===== src/rtl/instruction_sequencer_if.sv =====
// instruction_sequencer_if
//   Bundles the sequencer's ROM-side and control-unit-side signals.
//   master : the sequencer (drives ROM address/strobe and issued instruction).
//   slave  : environment (drives start/stall and returns ROM read data).
//   Signals:
//     start, stall          control inputs to the sequencer
//     instrData             ROM read data, valid the cycle after instrReadEnable
//     instrAddress          ROM read address (== programCounter)
//     instrReadEnable       ROM read strobe
//     opCode, operand       issued instruction fields
//     instrValid            issued instruction not yet accepted
//     halted                Halt accepted, sequencer stopped
//     programCounter        address of the next instruction to fetch
interface instruction_sequencer_if #(
    parameter int unsigned ADDR_WIDTH   = 5,
    parameter int unsigned INSTR_WIDTH  = 8,
    parameter int unsigned OPCODE_WIDTH = 3
);
    logic                                start;
    logic                                stall;
    logic [INSTR_WIDTH-1:0]              instrData;
    logic [ADDR_WIDTH-1:0]               instrAddress;
    logic                                instrReadEnable;
    logic [OPCODE_WIDTH-1:0]             opCode;
    logic [INSTR_WIDTH-OPCODE_WIDTH-1:0] operand;
    logic                                instrValid;
    logic                                halted;
    logic [ADDR_WIDTH-1:0]               programCounter;

    modport master (
        input  start, stall, instrData,
        output instrAddress, instrReadEnable, opCode, operand, instrValid, halted,
               programCounter
    );

    modport slave (
        output start, stall, instrData,
        input  instrAddress, instrReadEnable, opCode, operand, instrValid, halted,
               programCounter
    );
endinterface


===== src/rtl/instruction_sequencer.sv =====
// instruction_sequencer
//   Fetches words from a synchronous instruction ROM, splits them into opcode and
//   operand, and issues them one at a time to the control unit with a valid/stall
//   handshake. Stops permanently once a Halt opcode (all ones) is accepted.
//   Ports:
//     clk    system clock, rising edge
//     reset  synchronous active-high reset
//     bus    instruction_sequencer_if.master (ROM and control-unit signals)
module instruction_sequencer #(
    parameter int unsigned ADDR_WIDTH   = 5,
    parameter int unsigned INSTR_WIDTH  = 8,
    parameter int unsigned OPCODE_WIDTH = 3
) (
    input  logic                    clk,
    input  logic                    reset,
    instruction_sequencer_if.master bus
);
    localparam int unsigned OperandWidth = INSTR_WIDTH - OPCODE_WIDTH;
    localparam logic [OPCODE_WIDTH-1:0] HaltOp = {OPCODE_WIDTH{1'b1}};

    typedef enum logic [2:0] {
        StIdle,
        StFetch,
        StDecode,
        StIssue,
        StHalted
    } state_e;

    state_e                  stateQ, stateD;
    logic [ADDR_WIDTH-1:0]   pcQ, pcD;
    logic [OPCODE_WIDTH-1:0] opCodeQ, opCodeD;
    logic [OperandWidth-1:0] operandQ, operandD;

    always_ff @(posedge clk) begin
        if (reset) begin
            stateQ   <= StIdle;
            pcQ      <= '0;
            opCodeQ  <= '0;
            operandQ <= '0;
        end else begin
            stateQ   <= stateD;
            pcQ      <= pcD;
            opCodeQ  <= opCodeD;
            operandQ <= operandD;
        end
    end

    always_comb begin
        stateD   = stateQ;
        pcD      = pcQ;
        opCodeD  = opCodeQ;
        operandD = operandQ;
        unique case (stateQ)
            StIdle: begin
                if (bus.start) begin
                    stateD = StFetch;
                end
            end
            StFetch: begin
                stateD = StDecode;
            end
            StDecode: begin
                // ROM data returned for the address strobed in FETCH.
                opCodeD  = bus.instrData[INSTR_WIDTH-1 -: OPCODE_WIDTH];
                operandD = bus.instrData[OperandWidth-1:0];
                pcD      = pcQ + 1'b1;
                stateD   = StIssue;
            end
            StIssue: begin
                if (!bus.stall) begin
                    stateD = (opCodeQ == HaltOp) ? StHalted : StFetch;
                end
            end
            StHalted: begin
                stateD = StHalted;
            end
            default: begin
                stateD = StIdle;
            end
        endcase
    end

    // Strobes decode straight from the registered state, so they are glitch-free
    // Moore outputs and follow reset automatically.
    assign bus.instrAddress    = pcQ;
    assign bus.programCounter  = pcQ;
    assign bus.instrReadEnable = (stateQ == StFetch);
    assign bus.instrValid      = (stateQ == StIssue);
    assign bus.halted          = (stateQ == StHalted);
    assign bus.opCode          = opCodeQ;
    assign bus.operand         = operandQ;
endmodule


===== src/flat_wrapper.sv =====
// flat-port wrapper written by rule: the top's interface ports become plain ports
module instruction_sequencer_flat 
#(
    parameter int unsigned ADDR_WIDTH   = 5,
    parameter int unsigned INSTR_WIDTH  = 8,
    parameter int unsigned OPCODE_WIDTH = 3
)
  (clk, reset, bus_start, bus_stall, bus_instrData, bus_instrAddress, bus_instrReadEnable, bus_opCode, bus_operand, bus_instrValid, bus_halted, bus_programCounter);
  instruction_sequencer_if #(.ADDR_WIDTH(ADDR_WIDTH), .INSTR_WIDTH(INSTR_WIDTH), .OPCODE_WIDTH(OPCODE_WIDTH)) bus_i ();
  input  logic clk;
  input  logic reset;
  input wire logic [$bits(bus_i.start)-1:0] bus_start;
  input wire logic [$bits(bus_i.stall)-1:0] bus_stall;
  input wire logic [$bits(bus_i.instrData)-1:0] bus_instrData;
  output wire logic [$bits(bus_i.instrAddress)-1:0] bus_instrAddress;
  output wire logic [$bits(bus_i.instrReadEnable)-1:0] bus_instrReadEnable;
  output wire logic [$bits(bus_i.opCode)-1:0] bus_opCode;
  output wire logic [$bits(bus_i.operand)-1:0] bus_operand;
  output wire logic [$bits(bus_i.instrValid)-1:0] bus_instrValid;
  output wire logic [$bits(bus_i.halted)-1:0] bus_halted;
  output wire logic [$bits(bus_i.programCounter)-1:0] bus_programCounter;
  assign bus_i.start = bus_start;
  assign bus_i.stall = bus_stall;
  assign bus_i.instrData = bus_instrData;
  assign bus_instrAddress = bus_i.instrAddress;
  assign bus_instrReadEnable = bus_i.instrReadEnable;
  assign bus_opCode = bus_i.opCode;
  assign bus_operand = bus_i.operand;
  assign bus_instrValid = bus_i.instrValid;
  assign bus_halted = bus_i.halted;
  assign bus_programCounter = bus_i.programCounter;
  instruction_sequencer #(.ADDR_WIDTH(ADDR_WIDTH), .INSTR_WIDTH(INSTR_WIDTH), .OPCODE_WIDTH(OPCODE_WIDTH)) u_core (.clk(clk), .reset(reset), .bus(bus_i));
endmodule

===== config.mk =====
export PLATFORM = sky130hd
export DESIGN_NAME = instruction_sequencer_flat
export DESIGN_NICKNAME = d
export VERILOG_FILES = /design/src/rtl/instruction_sequencer_if.sv /design/src/rtl/instruction_sequencer.sv /design/src/flat_wrapper.sv
export SDC_FILE = /design/constraint.sdc
export NUM_CORES = 1
export LEC_CHECK = 0
export ABC_AREA = 1
export CORE_MARGIN = 10
export CORE_UTILIZATION = 35
export DETAILED_ROUTE_END_ITERATION = 16
export HOLD_SLACK_MARGIN = 0.02
export PLACE_DENSITY = 0.69
export SYNTH_ARGS = -nofsm -noshare
export SYNTH_HDL_FRONTEND = slang
export SYNTH_SLANG_ARGS = --single-unit

===== constraint.sdc =====
create_clock -name clk -period 1.2 [get_ports clk]
set_input_delay 0.18 -clock clk [delete_from_list [all_inputs] [get_ports clk]]
set_output_delay 0.18 -clock clk [all_outputs]
set_load 0.02 [all_outputs]

==> results of run 1 <==
cell type report:
type	instances	area, µm²
Clock buffer	3	22.52
Fill cell	185	785.8
Inverter	7	31.28
Multi-Input combinational cell	63	337.8
Sequential cell	16	331.6
Tap cell	27	33.78
Timing Repair Buffer	49	399.1
metrics by stage:
step	setup TNS [ns]	area [µm²]	total power (W)	hold slack (ns)	utilization
finish	0	1156	0.001668	0.4423	0.5954
global route	-0.2237	1156	0.001792	0.4375	0.5954
floorplan	0	719.4	0.001074	0.2491	-
detailed placement	-0.6371	1134	0.001396	0.4560	0.5838
CTS	-0.02137	1140	0.001635	0.4399	0.5870
global placement	-0.5518	1134	0.001381	0.4501	0.5838
worst max-delay path by stage:
stage | from | to | cells past startpoint
floorplan | u_core.bus.instrAddress[0]$_SDFFE_PP0P_ | u_core.bus.instrAddress[4]$_SDFFE_PP0P_ | 5
global placement | u_core.stateQ[1]$_SDFFE_PP0P_ | bus_instrValid | 3
detailed placement | u_core.stateQ[1]$_SDFFE_PP0P_ | bus_instrValid | 3
CTS | u_core.stateQ[1]$_SDFFE_PP0P_ | bus_halted | 2
global route | u_core.stateQ[0]$_SDFFE_PP0P_ | u_core.bus.instrAddress[3]$_SDFFE_PP0P_ | 6
finish | u_core.stateQ[1]$_SDFFE_PP0P_ | bus_halted | 2
routing by layer:
metal  global-route usage  vias up  routed length, µm
li1                     -      386                  -
met3              0.04576        2                168
met2               0.1573       19                949
met1              0.09846      339                777
met4              0.04011        0                 16
met5                    0        -                  0
state kept, by name, summed over array words and instances (netlist names):
name	cells
u_core.bus.instrAddress	5
u_core.bus.opCode	3
u_core.bus.operand	5
u_core.stateQ	3
placed cells by master, fill, tap and decap left out, types with 2 or more instances in the layout:
cell / n
a21oi_1: 13
clkdlybuf4s15_1: 3
nor2_1: 5
nor2_2: 2
dfxtp_2: 3
buf_6: 2
inv_2: 2
clkbuf_2: 8
nand2_1: 27
buf_4: 18
inv_4: 2
nand3_1: 3
dlygate4sd2_1: 7
nand3_2: 2
dfxtp_4: 2
clkdlybuf4s50_1: 11
inv_1: 3
dfxtp_1: 11
o21ai_0: 3
clkbuf_4: 3
worst reg2reg max path, stage by stage (launching register included):
cell	delay, ns
dfxtp_2	0.35
buf_4	0.14
nand3b_4	0.17
buf_4	0.16
nor2_2	0.09
o21ai_0	0.08
a21oi_1	0.11
cells in the mapped netlist (all sizes together) (2+ instances only):
library cell	count
a21oi	13
buf	7
dfxtp	16
inv	7
nand2	27
nand3	5
nor2	7
nor3	2
o21ai	3
cells by family after synthesis:
logic type,synth area share
simple gates,0.2680
fa+ha+maj,0.01751
xor+xnor,0.02452
buf+inv,0.1208
compound gates,0.1208
flops,0.4483
report_power, final:
part | switching [W] | internal, W | total (W)
Combinational | 0.000376 | 0.000338 | 0.000714
Clock | 0.000164 | 0.000116 | 0.000280
Sequential | 0.0000601 | 0.000614 | 0.000674
timing repair:
action / 4_1_cts / 5_1_grt
setup buffers: 0 / 1
pin swaps: 0 / 2
endpoints found under the setup margin: 23 / 20
gates cloned: 0 / 0
resized for setup: 42 / 28
==> impl_results.md, run 1 <==
- Slowest stage delay, CP: 0.37 ns
- Req. time, crit path: 1.02 ns
- VDD IR-drop max: 731.3 µV
- Crit share post-route: 0.9869
- Die width: 65.18 µm
- ANT cells: 0
- Startpoint Class: register
- Async set-reset flop share out of synthesis: 0
- Setup slack at placement: -0.2722 ns
- CP Cell Sequence: nor3_2 > buf_4
- Residual DRC: 0
- Routed len/inst: 11.59 µm
- Data arrival, critical path: 1.00 ns
- Finished Layout Cells: 165
- Vias after detailed routing: 746
- Worst hold start: bus_instrData[4]
- Outcome: finished, final reports clean
- Net Count, Synth: 107
- Clock Tree Root: clkbuf_4
- Worst Path Max Fanout: 5
- I/O pins: 33
- Nature of the critical path endpoint: output pin
- Yosys Warn Count: 0
- CTS tree: done
- Dominant cells by area after synthesis: dfxtp_1 45%, nand2_1 14%, a21oi_1 9.1%
- Yosys cell types: 19
- Post-synth top area cell: dfxtp_1
- Crit Reg-Reg Startpoint: u_core.stateQ[0]$_SDFFE_PP0P_
- Largest net degree at the start of global routing: 13
- Mean area per synthesized cell: 7.600 µm²
- CTS clk-pin slew, worst paths: 0.09 ns
- Via density: 4.521
- Hold worst-path end: u_core.bus.operand[4]$_SDFFE_PP0P_
- R2R depth: 6
- Unrepaired setup endpoints after global routing: true
- Total CTS buffers: 3
- Core Area: 0.001942 mm²
- P_leak: 0.5189 nW
- Die area: 0.004248 mm²
- Least-Margin Pin Slew: 0.2328 ns
- Global route overflow: 0
- Final min period: 1.184 ns
- Final Setup Violations: 0
- Drt total wl: 1912 µm
- CP max-delay cell: dfxtp_4
- Worst relative slew slack: 0.8454
- Final setup margin: 0.01573 ns
- Reg-to-reg setup timing slack: 0.05 ns
- Worst-Skew Late Latency: 0.28 ns
- Share of layout cells above drive strength 1: 0.3406
- H-Tree Depth: 1
- Clock buffer depth: 2
- Clock skew: 0.002407 ns
- Crit path max-delay family: flip-flops
- First-pass GRT wire length: 3291 µm
- Top cell type's share of synthesized area: 0.4483
- Flops & latches, synth: 16
- PortBufs: 32
- TritonRoute pass-1 iters: 4
- CP Class: register to output pin
- Iter 0 DRT Violations: 8
- Rows: 16
- Sink Count: 16
- Worst Path Buf+Inv: 1
- Starting Density: 0.3679
- Die Y-Extent: 65.18 µm
- Hold-fix buffers, CTS: 0
- Number of global-route vias before repair: 744
- Placed Cells: 161
- Max cap viols: 0
- WHS Path Cells: 3
- Cell Pwr Density: 1443 mW/mm²
- Peak Freq: 844.4 MHz
- Initial antenna violation count: 0
- Final Slew Violations: 0
- Nets: 153
- R2r endpoint: u_core.bus.instrAddress[3]$_SDFFE_PP0P_
- Hold Vio Cnt, Final: 0
- Final ANT Viol Nets: 0
- Seq/Total Area, Yosys: 0.4483
- Synthesized instance count: 94
- Area Overhead vs Synth: 61.82%
- Global-route usage over all layers: 0.09414
- Mapped Area: 714.4 µm²
- Most used flip-flop cell after synthesis: dfxtp_1
- Placer Congestion: 0.7567
- Post-DP HPWL: 1537 µm
- Post-synth EDFFs: 0
- Worst min path class: input pin to register
(Power assumes the default switching activity.)
==> run 2, diff against run 1 <==
--- a/config.mk
+++ b/config.mk
@@ -8,6 +8,7 @@
 export ABC_AREA = 1
 export CORE_MARGIN = 10
 export CORE_UTILIZATION = 35
+export CTS_BUF_LIST = sky130_fd_sc_hd__clkbuf_8
 export DETAILED_ROUTE_END_ITERATION = 16
 export HOLD_SLACK_MARGIN = 0.02
 export PLACE_DENSITY = 0.69
==> run 2 against run 1 <==
  * Total power rose by 16%
  * Register-to-register slack got worse by 0.03 ns
  * Critical path depth rose by 4
  * Sequential power rose by 3.1%
  * Utilization rose by 5.3 points
  * First-iteration DRC count fell by 25%
  * Critical path type is now register to register
  * Critical endpoint is now u_core.bus.instrAddress[2]$_SDFFE_PP0P_
==> impl_results.md, run 2 (synthesized netlist as in run 1, its figures left out) <==
- Unrepaired setup endpoints after global routing: true
- PortBufs: 32
- Nature of the critical path endpoint: register
- Placer Congestion: 0.7567
- Hold Vio Cnt, Final: 0
- Routed len/inst: 13.13 µm
- Clock Tree Root: clkbuf_8
- Global-route usage over all layers: 0.09727
- Residual DRC: 0
- Rows: 16
- Worst min path class: register to register
- Final setup margin: 0.01755 ns
- Worst hold start: u_core.bus.operand[4]$_SDFFE_PP0P_
- H-Tree Depth: 1
- First-pass GRT wire length: 3394 µm
- Startpoint Class: register
- Vias after detailed routing: 766
- Least-Margin Pin Slew: 0.2878 ns
- Worst-Skew Late Latency: 0.25 ns
- VDD IR-drop max: 1106 µV
- Clock buffer depth: 2
- Drt total wl: 2180 µm
- Reg-to-reg setup timing slack: 0.02 ns
- Filler cells: 173
- Max cap viols: 0
- Largest net degree at the start of global routing: 13
- Final ANT Viol Nets: 0
- Initial antenna violation count: 0
- Outcome: finished, final reports clean
- Setup slack at placement: -0.2722 ns
- WHS Path Cells: 2
- ANT cells: 0
- Post-DP HPWL: 1537 µm
- Hold worst-path end: u_core.bus.operand[4]$_SDFFE_PP0P_
- Met1 GRT Util: 0.09855
- Die width: 65.18 µm
- Starting Density: 0.3679
- CTS tree: done
- Via density: 4.614
- Final min period: 1.182 ns
- Number of global-route vias before repair: 758
- Clock skew: 0.0007785 ns
- Nets: 154
- Met3 usage: 0.05424
- Data arrival, critical path: 1.32 ns
- R2r endpoint: u_core.bus.instrAddress[2]$_SDFFE_PP0P_
- Iter 0 DRT Violations: 6
- Hold slack: 0.4576 ns
- Commonest non-fill, non-tap cells in the layout: 25 x nand2_1, 16 x dlygate4sd2_1, 15 x buf_4
- Crit share post-route: 0.9854
- I/O pins: 33
- Req. time, crit path: 1.34 ns
- Sink Count: 16
- Most used routing layer: met2
- Worst Path Max Fanout: 12
- Die Y-Extent: 65.18 µm
- Hold-fix buffers, CTS: 0
- Final core utilization: 0.6488
- Met2 Use GR: 0.1646
- P_leak: 0.5762 nW
- Worst relative slew slack: 0.8067
- Peak Freq: 845.7 MHz
- TritonRoute pass-1 iters: 4
- Most common cell after layout, fill and taps aside: nand2_1
- Global route overflow: 0
- Share of layout cells above drive strength 1: 0.3165
- Die area: 0.004248 mm²
- Cell Pwr Density: 1537 mW/mm²
- Area Overhead vs Synth: 76.36%
- Total CTS buffers: 3
- Core Area: 0.001942 mm²
- R2R depth: 6
- Final Setup Violations: 0
- CP Class: register to register
- Crit Reg-Reg Startpoint: u_core.stateQ[0]$_SDFFE_PP0P_
- Final Slew Violations: 0
- CTS clk-pin slew, worst paths: 0.06 ns
## run 2: worst max path at each step
stage                                            startpoint                                      end  slack (ns)  cells past startpoint
floorplan           u_core.bus.instrAddress[0]$_SDFFE_PP0P_  u_core.bus.instrAddress[4]$_SDFFE_PP0P_        0.02                      5
global placement              u_core.stateQ[1]$_SDFFE_PP0P_                           bus_instrValid       -0.24                      3
detailed placement            u_core.stateQ[1]$_SDFFE_PP0P_                           bus_instrValid       -0.27                      3
CTS                 u_core.bus.instrAddress[1]$_SDFFE_PP0P_  u_core.bus.instrAddress[4]$_SDFFE_PP0P_       0.006                      6
global route                  u_core.stateQ[1]$_SDFFE_PP0P_            u_core.stateQ[2]$_SDFFE_PP0P_       -0.04                      7
finish                        u_core.stateQ[0]$_SDFFE_PP0P_  u_core.bus.instrAddress[2]$_SDFFE_PP0P_        0.02                      6
## run 2: where the power goes
group	internal [W]	total (W)	switching [W]
sequential	0.000620	0.000695	0.0000752
clock	0.000223	0.000402	0.000179
combinational	0.000415	0.000840	0.000425
## run 2: area by class of cell
cell class / instances / area, µm² / share of cell area
sequential: 16 / 334.1 / 0.2651
clock buffer: 3 / 41.29 / 0.03277
tap: 27 / 33.78 / 0.02681
multi-input combinational: 63 / 370.4 / 0.2939
inverter: 7 / 31.28 / 0.02483
timing repair buffer: 50 / 449.2 / 0.3565
## run 2: layer usage
metal / wire (µm) / vias to the layer above
li1: - / 390
met1: 840 / 351
met2: 1136 / 23
met3: 196 / 2
met4: 7 / 0
met5: 0 / -
## run 2: through the flow
step	power (W)	instances	instance area, µm²	setup TNS [ns]
floorplan	0.001074	94	719.4	0
detailed placement	0.001396	161	1134	-0.6371
global placement	0.001381	161	1134	-0.5518
finish	0.001936	166	1260	0
global route	0.002053	166	1260	-0.1181
CTS	0.001754	164	1156	0
## run 2: timing repair
item | 4_1_cts | 5_1_grt
gates resized for setup | 37 | 28
pin swaps | 0 | 4
setup endpoints to repair | 24 | 15
setup buffers | 0 | 2
## run 2: critical path: stages (launching register included)
cell      delay, ns
dfxtp_4        0.37
buf_6          0.12
nand3b_4       0.18
inv_4          0.14
nand2_1        0.06
o21ai_0        0.15
nor2_1         0.06
